[src/rtl/demux_1_4_pkg.sv]
// Shared types, sizes and helpers for the demux_1_4 steering block.
// The lane-select encoding and the optional counter width are defined here.
package demux_1_4_pkg;

    localparam int NUM_OUT = 4;
    localparam int SEL_W   = 2;
    localparam int CNT_W   = 16;

    typedef logic [SEL_W-1:0] sel_t;

    function automatic logic [3:0] onehot4(input sel_t sel);
        return 4'b0001 << sel;
    endfunction

endpackage

[src/rtl/demux_lane_cnt.sv]
// Saturating beat counter for one demux lane; holds at all-ones instead of wrapping.
module demux_lane_cnt
    import demux_1_4_pkg::*;
(
    input  logic             clk,
    input  logic             rst_n,
    input  logic             inc,
    output logic [CNT_W-1:0] cnt
);

    // NOTE: state uses non-blocking assignments so every flop samples pre-edge values.
    always_ff @(posedge clk) begin
        if (!rst_n) begin
            cnt <= '0;
        end else if (inc && (cnt != '1)) begin
            cnt <= cnt + 1'b1;
        end
    end

endmodule

[src/rtl/demux_1_4.sv]
// Registered 1-to-4 demultiplexer: d is steered to lane s, other lanes are zero.
// Define DEMUX_1_4_CNT_EN to add lane_cnt, four saturating per-lane beat counters.
module demux_1_4
    import demux_1_4_pkg::*;
#(
    parameter int DATA_W  = 1,
    parameter int NUM_OUT = 4
) (
    input  logic                      clk,
    input  logic                      rst_n,
    input  logic [DATA_W-1:0]         d,
    input  sel_t                      s,
    input  logic                      in_valid,
    output logic [NUM_OUT*DATA_W-1:0] y,
    output logic [NUM_OUT-1:0]        y_valid
`ifdef DEMUX_1_4_CNT_EN
    ,
    output logic [NUM_OUT*CNT_W-1:0]  lane_cnt
`endif
);

    if (NUM_OUT != demux_1_4_pkg::NUM_OUT) begin : g_bad_num_out
        $error("demux_1_4 supports exactly 4 output lanes");
    end

    logic [NUM_OUT*DATA_W-1:0] y_next;
    logic [NUM_OUT-1:0]        y_valid_next;

    // NOTE: every combinational output gets a default first, so no latch is inferred.
    always_comb begin
        y_next       = '0;
        y_valid_next = '0;
        if (in_valid) begin
            y_valid_next = onehot4(s);
            for (int k = 0; k < NUM_OUT; k++) begin
                if (s == sel_t'(k)) begin
                    y_next[k*DATA_W +: DATA_W] = d;
                end
            end
        end
    end

    always_ff @(posedge clk) begin
        if (!rst_n) begin
            y       <= '0;
            y_valid <= '0;
        end else begin
            y       <= y_next;
            y_valid <= y_valid_next;
        end
    end

`ifdef DEMUX_1_4_CNT_EN
    for (genvar k = 0; k < NUM_OUT; k++) begin : g_cnt
        demux_lane_cnt u_cnt (
            .clk   (clk),
            .rst_n (rst_n),
            .inc   (in_valid && (s == sel_t'(k))),
            .cnt   (lane_cnt[k*CNT_W +: CNT_W])
        );
    end
`endif

    // An unknown select on a valid beat would steer data to an undefined lane.
    a_sel_known : assert property (@(posedge clk) disable iff (!rst_n)
        in_valid |-> !$isunknown(s));

endmodule

[config.mk]
export PLATFORM = sky130hd
export DESIGN_NAME = demux_1_4
export DESIGN_NICKNAME = d
export VERILOG_FILES = /design/src/rtl/demux_1_4_pkg.sv /design/src/rtl/demux_lane_cnt.sv /design/src/rtl/demux_1_4.sv
export SDC_FILE = /design/constraint.sdc
export NUM_CORES = 1
export LEC_CHECK = 0
export CORE_AREA = 2 2 39 41
export DETAILED_ROUTE_END_ITERATION = 7
export DIE_AREA = 0 0 41 43
export PLACE_DENSITY = 0.51
export SLEW_MARGIN = 15
export SYNTH_ARGS = -nofsm -noshare
export SYNTH_HDL_FRONTEND = slang
export SYNTH_SLANG_ARGS = --single-unit
[constraint.sdc]
create_clock -name clk -period 0.8 [get_ports clk]
set_input_delay 0.12 -clock clk [delete_from_list [all_inputs] [get_ports clk]]
set_output_delay 0.12 -clock clk [all_outputs]
set_load 0.02 [all_outputs]
# Word-level counts from Yosys, hierarchy flattened
# Cells that the tools add are included.
[op_classes] eq_ne=3 reduce_logical=6 n_shift=1
[ops] op="$reduce_and 3->1" count=4
[ops] op="$eq 2x2->1 const B" count=2
[ops] op="$shl 1x2->4 const A" count=1
[ops] op="$eq 2x1->1 const B" count=1
[ops] op="$logic_not 2->1" count=1
[ops] op="$reduce_and 2->1" count=1
[word_totals] inputBits=6 out_inout_bits=8 register_bits=8

# Depth between registers and ports, before layout
[depth] depth_word=2 depth_mapped=2

# Worst setup path before layout
# OpenSTA, ideal clock, no wires.
[synth_timing] path_type="reg2out" startpoint="register y[0]" endpoint="output y[0]" setup_slack_ns=0.285 stages_incl_launch_ff=1 arrival_time_ns=0.395 cell_sequence="dfxtp_1"
[synth_rtl] item="start: declaration" line="demux_1_4.sv:14" rtl="output logic [NUM_OUT*DATA_W-1:0] y,"
[synth_rtl] item="start signal: assignment" line="demux_1_4.sv:48" rtl="y <= y_next;"
# No word-level cell between the ends.

# Final worst setup path
[layout_timing] startpoint="register y[3]" endpoint="output y[3]"
# No word-level cell between the ends.

==> reports/qor.yml <==
job:
  drv_cap: 0
critical_path:
  critical_path_required_ns: 0.68
  cp_max_fo: 1
  cp_cell_sequence: "buf_6"
  cpPeakStageDelay_ns: 0.32
  end_kind: "output pin"
  crit_path_start_kind: "flip-flop"
  crit_buf_inv: 1
  critPathArrivalTime_ns: 0.68
  crit_type: "reg2out"
  cp_slowest_cell: "dfxtp_2"
  cp_top_family: "flip-flops"
clocking:
  cts_tree: "yes"
  cts.sinks: 8
  cts_root_buffer: "clkbuf_4"
  h-tree-depth: 1
  cts_setup_buffers: 0
  path_clk_slew_ns: 0.05
  cts_buffers: 3
  cts_buffer_depth: 2
placement:
  routabilityCongestion: 0.6510
  hpwlAfterDp_um: 347.9
  numPortBuffers: 13
  pre_cts_slack_ns: -0.2282
  dp_cells: 51
timing:
  slew_headroom: 0.8882
  hold_violations: 0
  rsz0062_at_grt: "yes"
  finalCritPeriodShare: 0.9979
  clock.fmax_ghz: 1.253
  setup_viol: 0
  worstMarginPinSlew_ns: 0.1664
  layout_setup_ws_ns: 0.001683
  period_minus_slack_ns: 0.7983
  whs_ns: 0.4905
  slew_violations: 0
  fin_setup_tns_ns: 0
detailed_routing:
  drt-pass1-iter-count: 1
  vias_per_cell: 3.370
  vias: 182
  wl_um: 405
  drt-initial-drc-count: 0
  postRouteAntennaNets: 0
  drc: 0
  wire_per_inst_um: 7.500
layout:
  diodes: 0
  layout_common_cells: "buf_6, dfxtp_2, nor2_1"
  final_cells: 54
  syn_to_final_growth_pct: 86.96
  nets: 46
  drive_gt1_frac: 0.6053
status:
  status: "finished, final reports clean"
synthesis:
  synth_top_area_cell: "dfxtp_1"
  syn_area_um2: 230.2
  ys_ff_latch: 8
  synth_cells: 21
  syn_nets: 27
  avgSynthCellArea_um2: 10.96
  synth_cell_type_count: 8
  ys_top_cells_by_area: "dfxtp_1, nor2_1, nand2b_1, nand3_2, nor3_2"
  ys_seq_area_frac: 0.6957
  yosysWarnings: 0
  synth_top_area_share: 0.6957
power_and_ir_drop:
  power_leakage_uw: 0.0001784
  power_per_cell_area_mw_per_mm2: 1812
  peakVddDrop_mv: 0.6764
floorplanning:
  start_util: 0.1664
  die_h_um: 43
  rows: 14
  io_pins: 14
  core-area_mm2: 0.001384
  dieWidth_um: 41
  dieArea_mm2: 0.001763
grt:
  grt_overflow_total: 0
  grt_max_degree: 6
  grt_pass1_wl_um: 703
  grtUsageTotal: 0.06452
  grt_pass1_vias: 174
  antenna_found_initial: 0
hold_path:
  hold_path.class: "in2reg"
[routing by layer]
metal  vias to the layer above  wire length [um]  GRT usage
met5                         -                 0          0
met4                         0                 0    0.06000
met3                         0                41    0.03141
met2                        12               191    0.08125
met1                        70               172    0.07492
li1                        100                 -          -
[worst paths after layout]
kind | startpoint | to | slack, ns | cells past startpoint
max | y[3] | y[3] | 0.002 | 1
min | d | y[0] | 0.49 | 3
[layout make-up]
class | count | area (um2)
Timing Repair Buffer | 14 | 147.6
Clock buffer | 3 | 22.52
Multi-Input combinational cell | 13 | 70.07
Sequential cell | 8 | 170.2
Tap cell | 16 | 20.02
Fill cell | 150 | 953.4
[report_power, final]
group | internal (uW) | switching, uW | total (uW) | leakage, uW
Clock | 170 | 112 | 282 | 0.0000138
Combinational | 47.9 | 36.5 | 84.4 | 0.0000959
Sequential | 410 | 3.82 | 414 | 0.0000687
Total | 628 | 152 | 780 | 0.000178
[registers in the layout, summed over array words and instances (netlist names)]
name / cells
y: 4
y_valid: 4
[synthesized netlist by cell type]
cell,number
nor3_2,1
dfxtp_1,8
nand2b_1,2
nor3_1,1
nand3_2,1
nor2_1,6
nand2_1,1
nand2_2,1
[what timing repair did]
action / in CTS / in global routing
endpoints found under the setup margin: 8 / 8
hold buffers: 0 / 0
resized for setup: 54 / 2
endpoints found under the hold margin: 0 / 0
[cell families after synthesis]
kind of cell / synth area share
simple gates: 0.3043
flops: 0.6956
[metrics by stage]
| stage | area (um2) | util | total power (uW) |
|---|---|---|---|
| after CTS | 427.9 | 0.3092 | 793.5 |
| after global placement | 387.9 | 0.2803 | 500.8 |
| after detailed placement | 387.9 | 0.2803 | 502.0 |
| after floorplan | 230.2 | - | 445.6 |
| after global routing | 430.4 | 0.3110 | 834.5 |
| final | 430.4 | 0.3110 | 780.1 |
Power figures use the tool's default switching activity.
